[src/rtl/exception_ctrl_if.sv]
// Commit-stage bundle between the pipeline and the exception controller:
// two issue slots, the CP0 view, the CP0 event strobes and the fetch redirect handshake.
interface exception_ctrl_if;
    logic        slot0_valid;
    logic        slot1_valid;
    logic [31:0] slot0_pc;
    logic [31:0] slot1_pc;
    logic        slot0_ds;
    logic        slot1_ds;
    logic [6:0]  slot0_exc;
    logic [6:0]  slot1_exc;
    logic [31:0] slot0_dvaddr;
    logic [31:0] slot1_dvaddr;
    logic        slot0_eret;
    logic        slot1_eret;
    logic [31:0] cp0_status;
    logic [31:0] cp0_cause;
    logic [31:0] cp0_epc;

    logic        has_exp;
    logic        exp_first;
    logic        exp_second;
    logic        exp_clean;
    logic [31:0] exp_epc;
    logic [31:0] exp_badaddress;
    logic [4:0]  exp_cause_code;
    logic        exp_is_in_delayslot;
    logic        wen_badaddress;
    logic        flush;
    logic        redirect_valid;
    logic [31:0] redirect_pc;
    logic        redirect_ready;

    modport master (
        output slot0_valid, slot1_valid, slot0_pc, slot1_pc, slot0_ds, slot1_ds,
               slot0_exc, slot1_exc, slot0_dvaddr, slot1_dvaddr, slot0_eret, slot1_eret,
               cp0_status, cp0_cause, cp0_epc, redirect_ready,
        input  has_exp, exp_first, exp_second, exp_clean, exp_epc, exp_badaddress,
               exp_cause_code, exp_is_in_delayslot, wen_badaddress, flush,
               redirect_valid, redirect_pc
    );

    modport slave (
        input  slot0_valid, slot1_valid, slot0_pc, slot1_pc, slot0_ds, slot1_ds,
               slot0_exc, slot1_exc, slot0_dvaddr, slot1_dvaddr, slot0_eret, slot1_eret,
               cp0_status, cp0_cause, cp0_epc, redirect_ready,
        output has_exp, exp_first, exp_second, exp_clean, exp_epc, exp_badaddress,
               exp_cause_code, exp_is_in_delayslot, wen_badaddress, flush,
               redirect_valid, redirect_pc
    );
endinterface

[src/rtl/exception_ctrl.sv]
// Dual-issue commit exception controller: picks the winning slot event, strobes CP0
// for one cycle and holds flush/redirect until fetch accepts the new PC.
module exception_ctrl #(
    parameter logic [31:0] EXC_VECTOR = 32'hBFC0_0380
) (
    input  logic              clk,
    input  logic              reset,
    exception_ctrl_if.slave   bus
);

    typedef enum logic {IDLE, REDIRECT} state_e;

    typedef struct packed {
        logic       hit;
        logic       eret;
        logic [4:0] code;
        logic       wbad;
        logic       bad_pc;
    } slot_evt_t;

    // Priority: interrupt, AdEL fetch, RI, Ov, Sys, Bp, AdEL data, AdES; ERET only when nothing else.
    function automatic slot_evt_t decode_slot(input logic valid, input logic intr,
                                              input logic [6:0] exc, input logic eret);
        slot_evt_t ev;
        ev     = '0;
        ev.hit = valid & (intr | (|exc) | eret);
        if (intr)        ev.code = 5'd0;
        else if (exc[0]) begin ev.code = 5'd4; ev.wbad = 1'b1; ev.bad_pc = 1'b1; end
        else if (exc[1]) ev.code = 5'd10;
        else if (exc[2]) ev.code = 5'd12;
        else if (exc[3]) ev.code = 5'd8;
        else if (exc[4]) ev.code = 5'd9;
        else if (exc[5]) begin ev.code = 5'd4; ev.wbad = 1'b1; end
        else if (exc[6]) begin ev.code = 5'd5; ev.wbad = 1'b1; end
        else if (eret)   ev.eret = 1'b1;
        if (!valid) ev = '0;
        return ev;
    endfunction

    state_e      state_q, state_d;
    logic        has_exp_q, has_exp_d;
    logic        first_q, first_d;
    logic        second_q, second_d;
    logic        clean_q, clean_d;
    logic [31:0] epc_q, epc_d;
    logic [31:0] bad_q, bad_d;
    logic [4:0]  code_q, code_d;
    logic        dsl_q, dsl_d;
    logic        wbad_q, wbad_d;
    logic [31:0] rpc_q, rpc_d;

    logic        int_pend;
    slot_evt_t   ev0, ev1, sel;
    logic [31:0] sel_pc, sel_dv;
    logic        sel_ds;
    logic        unused_bits;

    assign unused_bits = ^{bus.cp0_status[31:16], bus.cp0_status[7:2],
                           bus.cp0_cause[31:16], bus.cp0_cause[7:0]};

    always_comb begin
        int_pend = bus.cp0_status[0] & ~bus.cp0_status[1]
                 & (|(bus.cp0_cause[15:8] & bus.cp0_status[15:8]));
        // The interrupt belongs to slot1 only when slot0 carries no instruction.
        ev0 = decode_slot(bus.slot0_valid, int_pend, bus.slot0_exc, bus.slot0_eret);
        ev1 = decode_slot(bus.slot1_valid, int_pend & ~bus.slot0_valid,
                          bus.slot1_exc, bus.slot1_eret);
        sel    = ev0.hit ? ev0 : ev1;
        sel_pc = ev0.hit ? bus.slot0_pc : bus.slot1_pc;
        sel_ds = ev0.hit ? bus.slot0_ds : bus.slot1_ds;
        sel_dv = ev0.hit ? bus.slot0_dvaddr : bus.slot1_dvaddr;

        state_d   = state_q;
        has_exp_d = 1'b0;
        first_d   = 1'b0;
        second_d  = 1'b0;
        clean_d   = 1'b0;
        epc_d     = '0;
        bad_d     = '0;
        code_d    = '0;
        dsl_d     = 1'b0;
        wbad_d    = 1'b0;
        rpc_d     = rpc_q;

        case (state_q)
            IDLE: begin
                if (sel.hit) begin
                    state_d   = REDIRECT;
                    has_exp_d = 1'b1;
                    first_d   = ev0.hit;
                    second_d  = ~ev0.hit;
                    code_d    = sel.code;
                    if (sel.eret) begin
                        clean_d = 1'b1;
                        rpc_d   = bus.cp0_epc;
                    end else begin
                        epc_d  = sel_ds ? (sel_pc - 32'd4) : sel_pc;
                        dsl_d  = sel_ds;
                        wbad_d = sel.wbad;
                        if (sel.wbad) bad_d = sel.bad_pc ? sel_pc : sel_dv;
                        rpc_d  = EXC_VECTOR;
                    end
                end
            end
            REDIRECT: begin
                if (bus.redirect_ready) state_d = IDLE;
            end
            default: state_d = IDLE;
        endcase
    end

    always_ff @(posedge clk) begin
        if (reset) begin
            state_q   <= IDLE;
            has_exp_q <= 1'b0;
            first_q   <= 1'b0;
            second_q  <= 1'b0;
            clean_q   <= 1'b0;
            epc_q     <= '0;
            bad_q     <= '0;
            code_q    <= '0;
            dsl_q     <= 1'b0;
            wbad_q    <= 1'b0;
            rpc_q     <= '0;
        end else begin
            state_q   <= state_d;
            has_exp_q <= has_exp_d;
            first_q   <= first_d;
            second_q  <= second_d;
            clean_q   <= clean_d;
            epc_q     <= epc_d;
            bad_q     <= bad_d;
            code_q    <= code_d;
            dsl_q     <= dsl_d;
            wbad_q    <= wbad_d;
            rpc_q     <= rpc_d;
        end
    end

    assign bus.has_exp             = has_exp_q;
    assign bus.exp_first           = first_q;
    assign bus.exp_second          = second_q;
    assign bus.exp_clean           = clean_q;
    assign bus.exp_epc             = epc_q;
    assign bus.exp_badaddress      = bad_q;
    assign bus.exp_cause_code      = code_q;
    assign bus.exp_is_in_delayslot = dsl_q;
    assign bus.wen_badaddress      = wbad_q;
    assign bus.flush               = (state_q == REDIRECT);
    assign bus.redirect_valid      = (state_q == REDIRECT);
    assign bus.redirect_pc         = rpc_q;

endmodule

[src/flat_wrapper.sv]
// flat-port wrapper written by rule: the top's interface ports become plain ports
module exception_ctrl_flat 
#(
    parameter logic [31:0] EXC_VECTOR = 32'hBFC0_0380
)
  (clk, reset, bus_slot0_valid, bus_slot1_valid, bus_slot0_pc, bus_slot1_pc, bus_slot0_ds, bus_slot1_ds, bus_slot0_exc, bus_slot1_exc, bus_slot0_dvaddr, bus_slot1_dvaddr, bus_slot0_eret, bus_slot1_eret, bus_cp0_status, bus_cp0_cause, bus_cp0_epc, bus_redirect_ready, bus_has_exp, bus_exp_first, bus_exp_second, bus_exp_clean, bus_exp_epc, bus_exp_badaddress, bus_exp_cause_code, bus_exp_is_in_delayslot, bus_wen_badaddress, bus_flush, bus_redirect_valid, bus_redirect_pc);
  exception_ctrl_if bus_i ();
  input  logic clk;
  input  logic reset;
  input wire logic [$bits(bus_i.slot0_valid)-1:0] bus_slot0_valid;
  input wire logic [$bits(bus_i.slot1_valid)-1:0] bus_slot1_valid;
  input wire logic [$bits(bus_i.slot0_pc)-1:0] bus_slot0_pc;
  input wire logic [$bits(bus_i.slot1_pc)-1:0] bus_slot1_pc;
  input wire logic [$bits(bus_i.slot0_ds)-1:0] bus_slot0_ds;
  input wire logic [$bits(bus_i.slot1_ds)-1:0] bus_slot1_ds;
  input wire logic [$bits(bus_i.slot0_exc)-1:0] bus_slot0_exc;
  input wire logic [$bits(bus_i.slot1_exc)-1:0] bus_slot1_exc;
  input wire logic [$bits(bus_i.slot0_dvaddr)-1:0] bus_slot0_dvaddr;
  input wire logic [$bits(bus_i.slot1_dvaddr)-1:0] bus_slot1_dvaddr;
  input wire logic [$bits(bus_i.slot0_eret)-1:0] bus_slot0_eret;
  input wire logic [$bits(bus_i.slot1_eret)-1:0] bus_slot1_eret;
  input wire logic [$bits(bus_i.cp0_status)-1:0] bus_cp0_status;
  input wire logic [$bits(bus_i.cp0_cause)-1:0] bus_cp0_cause;
  input wire logic [$bits(bus_i.cp0_epc)-1:0] bus_cp0_epc;
  input wire logic [$bits(bus_i.redirect_ready)-1:0] bus_redirect_ready;
  output wire logic [$bits(bus_i.has_exp)-1:0] bus_has_exp;
  output wire logic [$bits(bus_i.exp_first)-1:0] bus_exp_first;
  output wire logic [$bits(bus_i.exp_second)-1:0] bus_exp_second;
  output wire logic [$bits(bus_i.exp_clean)-1:0] bus_exp_clean;
  output wire logic [$bits(bus_i.exp_epc)-1:0] bus_exp_epc;
  output wire logic [$bits(bus_i.exp_badaddress)-1:0] bus_exp_badaddress;
  output wire logic [$bits(bus_i.exp_cause_code)-1:0] bus_exp_cause_code;
  output wire logic [$bits(bus_i.exp_is_in_delayslot)-1:0] bus_exp_is_in_delayslot;
  output wire logic [$bits(bus_i.wen_badaddress)-1:0] bus_wen_badaddress;
  output wire logic [$bits(bus_i.flush)-1:0] bus_flush;
  output wire logic [$bits(bus_i.redirect_valid)-1:0] bus_redirect_valid;
  output wire logic [$bits(bus_i.redirect_pc)-1:0] bus_redirect_pc;
  assign bus_i.slot0_valid = bus_slot0_valid;
  assign bus_i.slot1_valid = bus_slot1_valid;
  assign bus_i.slot0_pc = bus_slot0_pc;
  assign bus_i.slot1_pc = bus_slot1_pc;
  assign bus_i.slot0_ds = bus_slot0_ds;
  assign bus_i.slot1_ds = bus_slot1_ds;
  assign bus_i.slot0_exc = bus_slot0_exc;
  assign bus_i.slot1_exc = bus_slot1_exc;
  assign bus_i.slot0_dvaddr = bus_slot0_dvaddr;
  assign bus_i.slot1_dvaddr = bus_slot1_dvaddr;
  assign bus_i.slot0_eret = bus_slot0_eret;
  assign bus_i.slot1_eret = bus_slot1_eret;
  assign bus_i.cp0_status = bus_cp0_status;
  assign bus_i.cp0_cause = bus_cp0_cause;
  assign bus_i.cp0_epc = bus_cp0_epc;
  assign bus_i.redirect_ready = bus_redirect_ready;
  assign bus_has_exp = bus_i.has_exp;
  assign bus_exp_first = bus_i.exp_first;
  assign bus_exp_second = bus_i.exp_second;
  assign bus_exp_clean = bus_i.exp_clean;
  assign bus_exp_epc = bus_i.exp_epc;
  assign bus_exp_badaddress = bus_i.exp_badaddress;
  assign bus_exp_cause_code = bus_i.exp_cause_code;
  assign bus_exp_is_in_delayslot = bus_i.exp_is_in_delayslot;
  assign bus_wen_badaddress = bus_i.wen_badaddress;
  assign bus_flush = bus_i.flush;
  assign bus_redirect_valid = bus_i.redirect_valid;
  assign bus_redirect_pc = bus_i.redirect_pc;
  exception_ctrl #(.EXC_VECTOR(EXC_VECTOR)) u_core (.clk(clk), .reset(reset), .bus(bus_i));
endmodule
[config.mk]
export PLATFORM = sky130hd
export DESIGN_NAME = exception_ctrl_flat
export DESIGN_NICKNAME = d
export VERILOG_FILES = /design/src/rtl/exception_ctrl_if.sv /design/src/rtl/exception_ctrl.sv /design/src/flat_wrapper.sv
export SDC_FILE = /design/constraint.sdc
export NUM_CORES = 1
export LEC_CHECK = 0
export CAP_MARGIN = 20
export CORE_AREA = 5 5 135 137
export CTS_BUF_LIST = sky130_fd_sc_hd__clkbuf_4
export CTS_CLUSTER_DIAMETER = 60
export CTS_CLUSTER_SIZE = 24
export DETAILED_ROUTE_END_ITERATION = 16
export DIE_AREA = 0 0 140 142
export PLACE_DENSITY = 0.69
export SLEW_MARGIN = 20
export SYNTH_ARGS = -nofsm -noshare
export SYNTH_HDL_FRONTEND = slang
export SYNTH_SLANG_ARGS = --single-unit
[constraint.sdc]
create_clock -name clk -period 5.1 [get_ports clk]
set_input_delay 0.51 -clock clk [delete_from_list [all_inputs] [get_ports clk]]
set_output_delay 0.51 -clock clk [all_outputs]
set_load 0.02 [all_outputs]
==> impl_metrics.json, run 1 <==
{
  "drt-vias-per-instance": 5.11,
  "final_net_count": 1144,
  "clock-sinks": 107,
  "synthDominantAreaCellType": "sky130_fd_sc_hd__dfxtp_1",
  "grt_remaining_overflow": 0,
  "drv_slew": 0,
  "detailedRoute.firstIterationViolations": 332,
  "final.fill_count": 1645,
  "ctsRootBufferMaster": "sky130_fd_sc_hd__clkbuf_4",
  "number_of_synthesized_flops_with_an_enable_pin": 0,
  "cpMostUsedCell": "sky130_fd_sc_hd__mux2i_1",
  "power-per-cell-area_mw_per_mm2": 215,
  "synth_async_sr_flop_share_pct": 0,
  "yosysSeqAreaShare_pct": 39.5,
  "synth_flop_cell": "sky130_fd_sc_hd__dfxtp_1",
  "worst_slew_margin_rel_pct": 32.4,
  "maximum_net_fanout_on_the_critical_path": 6,
  "global_route.usage.total_pct": 20.7,
  "postSynthAreaPerCell_um2": 9.04,
  "place_congestion": 0.862,
  "cts_clock_pin_slew_for_the_worst_setup_and_hold_paths_ns": 0.19,
  "final-instance-count-excl-fill": 1127,
  "rows": 48,
  "num_io_pins": 356,
  "tritoncts_clock_tree": "built",
  "synth_most_common_cell": "sky130_fd_sc_hd__dfxtp_1",
  "clock.fmax_mhz": 243,
  "grt_antenna_before_repair": 1,
  "vdd_ir_drop_max_mv": 0.106,
  "drv.max_cap_violation_count": 0,
  "worst-setup-path-type": "input port to flop",
  "critPathSlowestCell": "sky130_fd_sc_hd__or4_1",
  "die_width_um": 140,
  "finalSetupTns_ns": 0,
  "floorplan.initialDensity_pct": 32.0,
  "crit_chain": "clkdlybuf4s50_1 -> a22o_4 -> o41a_1 -> o21ai_4 -> mux2i_1 -> ha_1 -> nand2_1 -> or4_1 -> nand2b_1 -> mux2i_1 -> buf_4 -> nand4_1 -> o311a_1 -> nor3_1",
  "cellLeakagePower_nw": 3.41,
  "worst-slew-pin-transition_ns": 1.01,
  "htree_levels": 3,
  "cts_buffer_depth": 2,
  "global_route_wire_length_before_repair_um": 32200,
  "drt_drc_violations_left": 0,
  "clk_latency_worst_skew_pair_ns": 0.49,
  "synth-warning-count": 0,
  "vias": 5758,
  "grt_max_degree": 44,
  "postSynthRegisterBits": 107,
  "critical_path.top_delay_family": "compound AO/OA/AOI/OAI gates",
  "timing.critical_path.required_ns": 5.52,
  "final_period_minus_worst_setup_slack_ns": 4.11,
  "hp-class": "flop to flop",
  "final_skew_ns": 0.0214,
  "outcome": "complete, no violations",
  "layout-drive-gt1-share_pct": 8.21,
  "cts-resized-gates": 0,
  "cts_hold_repair.buffers": 0,
  "drt_first_pass_iters": 4,
  "tritoncts.num_buffers": 9,
  "drt.antenna.violating_nets": 0,
  "post_synth_main_area_contributors": "sky130_fd_sc_hd__dfxtp_1 (40%), sky130_fd_sc_hd__mux4_2 (8.3%), sky130_fd_sc_hd__nand2_1 (5.7%), sky130_fd_sc_hd__nor2_1 (5.1%), sky130_fd_sc_hd__mux2i_1 (4.6%)",
  "synth.net_count": 847,
  "wl_per_cell_um": 19.1,
  "synth.distinct_cells": 62,
  "rsz0062_at_grt": "no",
  "hold_viol": 0,
  "timing.critical_path.from_type": "input port",
  "floorplan.core_area_mm2": 0.0169,
  "proportion_of_netlist_area_held_by_the_largest_area_contributor_pct": 39.5,
  "final_count_of_negative_setup_slack_endpoints": 0,
  "cpPeakStageDelay_ns": 0.50,
  "cp_data_arrival_time_ns": 4.54,
  "crit_path_end_kind": "flop",
  "period_share_pct": 80.6,
  "die_footprint_mm2": 0.0199,
  "portBuffers": 308,
  "grt_pass1_vias": 5698,
  "synth_area_mm2": 0.00542,
  "dp_hpwl_um": 17200,
  "layout-area-overhead-vs-synth_pct": 64.6,
  "synthTopCellsByCount": "sky130_fd_sc_hd__dfxtp_1 (107), sky130_fd_sc_hd__nand2_1 (82), sky130_fd_sc_hd__nor2_1 (73)",
  "die_h_um": 142,
  "totalWireLength_um": 21500,
  "syn_inst": 599,
  "place_inst": 1110,
  "critical_path.n_buffers_inverters": 2,
  "cts.repair_timing.setup_buffer_count": 0
}
## worst register-to-register path: stages (launching register included)
cell and delay (ns):
sky130_fd_sc_hd__dfxtp_1 0.40, sky130_fd_sc_hd__inv_1 0.07, sky130_fd_sc_hd__o311a_1 0.17, sky130_fd_sc_hd__nand3b_1 0.08, sky130_fd_sc_hd__buf_4 0.26, sky130_fd_sc_hd__nor3_4 0.57, sky130_fd_sc_hd__buf_4 0.35, sky130_fd_sc_hd__and2_1 0.20
## power breakdown
| group | switching (mW) | total [mW] | internal [mW] | leakage (nW) |
|---|---|---|---|---|
| Clock | 0.333 | 0.446 | 0.114 | 0.0693 |
| Sequential | 0.0140 | 0.892 | 0.878 | 0.874 |
| Combinational | 0.269 | 0.579 | 0.310 | 2.47 |
| Total | 0.616 | 1.92 | 1.30 | 3.41 |
## flip-flops by register name, indices dropped and copies added, names as in the netlist
name / cells
u_core.bus.exp_badaddress: 32
u_core.bus.exp_epc: 32
u_core.bus.redirect_pc: 32
u_core.bus.exp_cause_code: 4
u_core.bus.exp_clean: 1
u_core.bus.exp_first: 1
u_core.bus.exp_is_in_delayslot: 1
u_core.bus.exp_second: 1
u_core.bus.flush: 1
u_core.bus.has_exp: 1
u_core.bus.wen_badaddress: 1
## kinds of logic (layout without fill, tap and decap cells)
logic type	count (synthesis)	after routing	share of synthesized area, %
and+or+nand+nor	275	275	24.9
xor gates and xnor gates	16	16	2.59
other	1	2	0.0692
muxes	51	51	14.2
adders and majority gates	1	1	0.231
DFF	107	107	39.5
AOI/OAI and AO/OA	106	106	15.3
buffers and inverters	42	344	3.26
## worst paths after layout
kind              cells past startpoint  slack (ns)                            to                        from
setup reg to reg                      7        2.95  u_core.bus.exp_badaddress[8]            u_core.bus.flush
hold reg to reg                       1        0.50    u_core.bus.redirect_pc[14]  u_core.bus.redirect_pc[14]
setup / recovery                     14        0.99        u_core.bus.exp_epc[26]            bus_cp0_cause[9]
hold / removal                        1        0.50    u_core.bus.redirect_pc[14]  u_core.bus.redirect_pc[14]
## layer usage
metal	global-route usage [%]	share of wire, %	vias up	wire, um
met5	0	0	-	0
met2	35.0	49	200	10600
met1	26.6	42	2746	9130
met4	6.99	2.5	0	531
met3	3.93	6.2	30	1330
li1	-	-	2782	-
## metrics by stage
step,setup WS (ns),utilization [%],total power [mW],hold WS (ns),cell area (um^2)
after floorplan,0.830,-,1.17,0.571,5420
after global placement,0.562,51.8,1.48,0.461,8770
after detailed placement,0.523,51.8,1.49,0.464,8770
after CTS,1.03,52.6,1.94,0.506,8910
after global routing,0.715,52.7,2.01,0.528,8920
final,0.987,52.7,1.92,0.503,8920
## cell usage in the layout (no fill, tap or decap), types with 6 or more instances in the layout
cell,count
sky130_fd_sc_hd__dfxtp_1,107
sky130_fd_sc_hd__and3_1,11
sky130_fd_sc_hd__mux2i_1,25
sky130_fd_sc_hd__and2_1,22
sky130_fd_sc_hd__buf_4,15
sky130_fd_sc_hd__clkdlybuf4s50_1,308
sky130_fd_sc_hd__or4_1,8
sky130_fd_sc_hd__mux4_2,20
sky130_fd_sc_hd__o211ai_1,6
sky130_fd_sc_hd__clkbuf_4,9
sky130_fd_sc_hd__nor4_1,9
sky130_fd_sc_hd__a22o_1,25
sky130_fd_sc_hd__nor3_1,13
sky130_fd_sc_hd__mux2_2,6
sky130_fd_sc_hd__a21oi_1,18
sky130_fd_sc_hd__nor2_1,73
sky130_fd_sc_hd__xnor2_1,11
sky130_fd_sc_hd__nand3_1,22
sky130_fd_sc_hd__a211oi_1,15
sky130_fd_sc_hd__nand2_1,82
sky130_fd_sc_hd__nand4_1,9
## final cells by class
cell class / instances / area, um^2 / area share [%]
diodes: 1 / 2.50 / 0.0281
clock buffers: 9 / 67.6 / 0.757
clock inverters: 7 / 71.3 / 0.800
inverters: 5 / 18.8 / 0.210
multi-input cells: 450 / 3140 / 35.2
flip-flops and latches: 107 / 2140 / 24.0
well taps: 225 / 282 / 3.16
repair buffers: 323 / 3200 / 35.8
(Power assumes the default switching activity.)
==> inputs of run 2 (changes only) <==
CORE_AREA = 5 5 137 139   (was 5 5 135 137)
DIE_AREA = 0 0 142 144   (was 0 0 140 142)
PLACE_DENSITY = 0.7   (was 0.69)
clock period = 3.39 ns   (was 5.1 ns; I/O delays follow)
==> impl_metrics.json, run 2 (synthesis gave the netlist of run 1 again) <==
{
  "cts_clock_pin_slew_for_the_worst_setup_and_hold_paths_ns": 0.18,
  "layout-area-overhead-vs-synth_pct": 75.0,
  "hp-class": "input port to flop",
  "power-per-cell-area_mw_per_mm2": 309,
  "global_route_wire_length_before_repair_um": 32800,
  "cpPeakStageDelay_ns": 0.55,
  "vdd_ir_drop_max_mv": 0.164,
  "dp_slack_ns": -0.571,
  "worst-slew-pin-transition_ns": 0.765,
  "placedInstanceArea_mm2": 0.00927,
  "critPathSlowestCell": "sky130_fd_sc_hd__or4_4",
  "hold_viol": 0,
  "clock.fmax_mhz": 301,
  "maximum_net_fanout_on_the_critical_path": 4,
  "wl_per_cell_um": 18.5,
  "clock-sinks": 107,
  "power.internal_mw": 2.00,
  "comb_power_share_pct": 31.9,
  "tritoncts_clock_tree": "built",
  "rows": 49,
  "final_skew_ns": 0.0224,
  "tritoncts.num_buffers": 9,
  "crit_chain": "clkdlybuf4s50_1 -> nor4_1 -> buf_4 -> nand2_2 -> o21ai_4 -> mux2i_4 -> ha_2 -> nand2_2 -> or4_4 -> nand2b_4 -> mux2i_4 -> nand4_1 -> o311a_1 -> nor3_1",
  "floorplan.initialDensity_pct": 30.9,
  "final.fill_count": 1634,
  "clockPowerShare_pct": 22.2,
  "rsz0062_at_grt": "no",
  "ctsRootBufferMaster": "sky130_fd_sc_hd__clkbuf_4",
  "drt-vias-per-instance": 4.97,
  "worst_hold_path_cell_count": 4,
  "place_congestion": 0.886,
  "drt.antenna.violating_nets": 0,
  "die_footprint_mm2": 0.0204,
  "die_h_um": 144,
  "final_period_minus_worst_setup_slack_ns": 3.32,
  "clk_latency_worst_skew_pair_ns": 0.50,
  "global_route.usage.total_pct": 20.6,
  "worst_case_hold_slack_ns": 0.335,
  "switchingPower_uw": 932,
  "htree_levels": 3,
  "p_seq_share_pct": 45.9,
  "crit_path_end_kind": "flop",
  "r2r_slack_ns": 1.35,
  "outcome": "complete, no violations",
  "final_count_of_negative_setup_slack_endpoints": 0,
  "grt_pass1_vias": 5902,
  "vias": 5915,
  "grt_max_degree": 36,
  "critical_path.top_delay_family": "simple AND/OR/NAND/NOR gates",
  "finalSetupTns_ns": 0,
  "timing.rr.end": "u_core.bus.exp_badaddress[16]",
  "postLayoutCellArea_mm2": 0.00948,
  "layout_setup_ws_ns": 0.0692,
  "timing.critical_path.required_ns": 3.82,
  "final_net_count": 1202,
  "drt_drc_violations_left": 0,
  "grt_remaining_overflow": 0,
  "worst-setup-path-type": "input port to flop",
  "mostFrequentLayoutCell": "sky130_fd_sc_hd__clkdlybuf4s50_1",
  "die_width_um": 142,
  "floorplan.core_area_mm2": 0.0175,
  "period_share_pct": 98.0,
  "drv_slew": 0,
  "cellLeakagePower_nw": 3.87,
  "layout.cells.most_common_list": "sky130_fd_sc_hd__clkdlybuf4s50_1 (291), sky130_fd_sc_hd__dfxtp_1 (107), sky130_fd_sc_hd__nand2_1 (80)",
  "critical_path.n_buffers_inverters": 2,
  "drv.max_cap_violation_count": 0,
  "timing.rr.start": "u_core.bus.flush",
  "detailedRoute.firstIterationViolations": 287,
  "worst_r2r_path_depth": 6,
  "layout-drive-gt1-share_pct": 15.0,
  "cts_hold_repair.buffers": 0,
  "grt_antenna_before_repair": 1,
  "netSwitchingFraction_pct": 31.8,
  "crit_path_start": "bus_slot0_exc[5]",
  "dp_hpwl_um": 17800,
  "hold-path-endpoint": "u_core.bus.exp_cause_code[2]",
  "timing.critical_path.from_type": "input port",
  "cp_data_arrival_time_ns": 3.75,
  "num_io_pins": 356,
  "hold_path_startpoint": "bus_slot0_exc[0]",
  "drt_first_pass_iters": 5,
  "portBuffers": 308,
  "p_total_mw": 2.93,
  "worst_slew_margin_rel_pct": 48.7,
  "totalWireLength_um": 22000,
  "cts_buffer_depth": 2
}
==> run 2: area by class of cell <==
class | count | area, um^2 | area share (%)
antenna | 2 | 5.00 | 0.0528
multi-input combinational | 450 | 3210 | 33.9
timing repair buffer | 381 | 3690 | 38.9
sequential | 107 | 2140 | 22.6
inverter | 5 | 18.8 | 0.198
tap | 229 | 287 | 3.02
clock buffer | 9 | 67.6 | 0.713
clock inverter | 7 | 61.3 | 0.647
==> run 2: power groups by stage <==
stage	Sequential (mW)	Combinational, mW	Clock (mW)
CTS	1.34	0.938	0.681
global route	1.35	1.00	0.718
global placement	1.37	0.928	0
finish	1.34	0.933	0.651
detailed placement	1.37	0.934	0
floorplan	1.45	0.313	0
==> run 2: metrics by stage <==
step | instances | util (%)
3_5_place_dp | 1170 | 52.9
6_report | 1190 | 54.1
3_3_place_gp | 1170 | 52.9
4_1_cts | 1186 | 53.6
2_1_floorplan | 599 | -
5_1_grt | 1189 | 54.0
==> run 2: worst register-to-register path, delay by kind of cell, from the launching register on <==
family                 cells  cell delay (ns)
AO/OA/AOI/OAI              1             0.17
buffers and inverters      2             0.44
AND/OR/NAND/NOR            3             0.97
flip-flops                 1             0.39
==> run 2: worst max-delay path by stage <==
| stage | to | cells past startpoint |
|---|---|---|
| after floorplan | u_core.bus.exp_epc[24] | 15 |
| after global placement | u_core.bus.exp_epc[24] | 13 |
| after detailed placement | u_core.bus.exp_epc[20] | 13 |
| after CTS | u_core.bus.exp_epc[24] | 13 |
| after global routing | u_core.bus.exp_epc[26] | 14 |
| final | u_core.bus.exp_epc[26] | 14 |
==> run 2: repair_timing <==
| action | in CTS | in global routing |
|---|---|---|
| pin swaps | 0 | 13 |
| endpoints found under the setup margin | 4 | 9 |
| gates resized for setup | 1 | 22 |
| setup buffers | 0 | 2 |
| hold endpoints to repair | 0 | 0 |
==> run 2: metal layers <==
| metal | GRT usage [%] | wire (um) | vias up |
|---|---|---|---|
| met4 | 8.38 | 592 | 0 |
| met2 | 35.3 | 10900 | 232 |
| met5 | 0 | 0 | - |
| li1 | - | - | 2897 |
| met3 | 3.34 | 1480 | 32 |
| met1 | 26.0 | 9020 | 2754 |
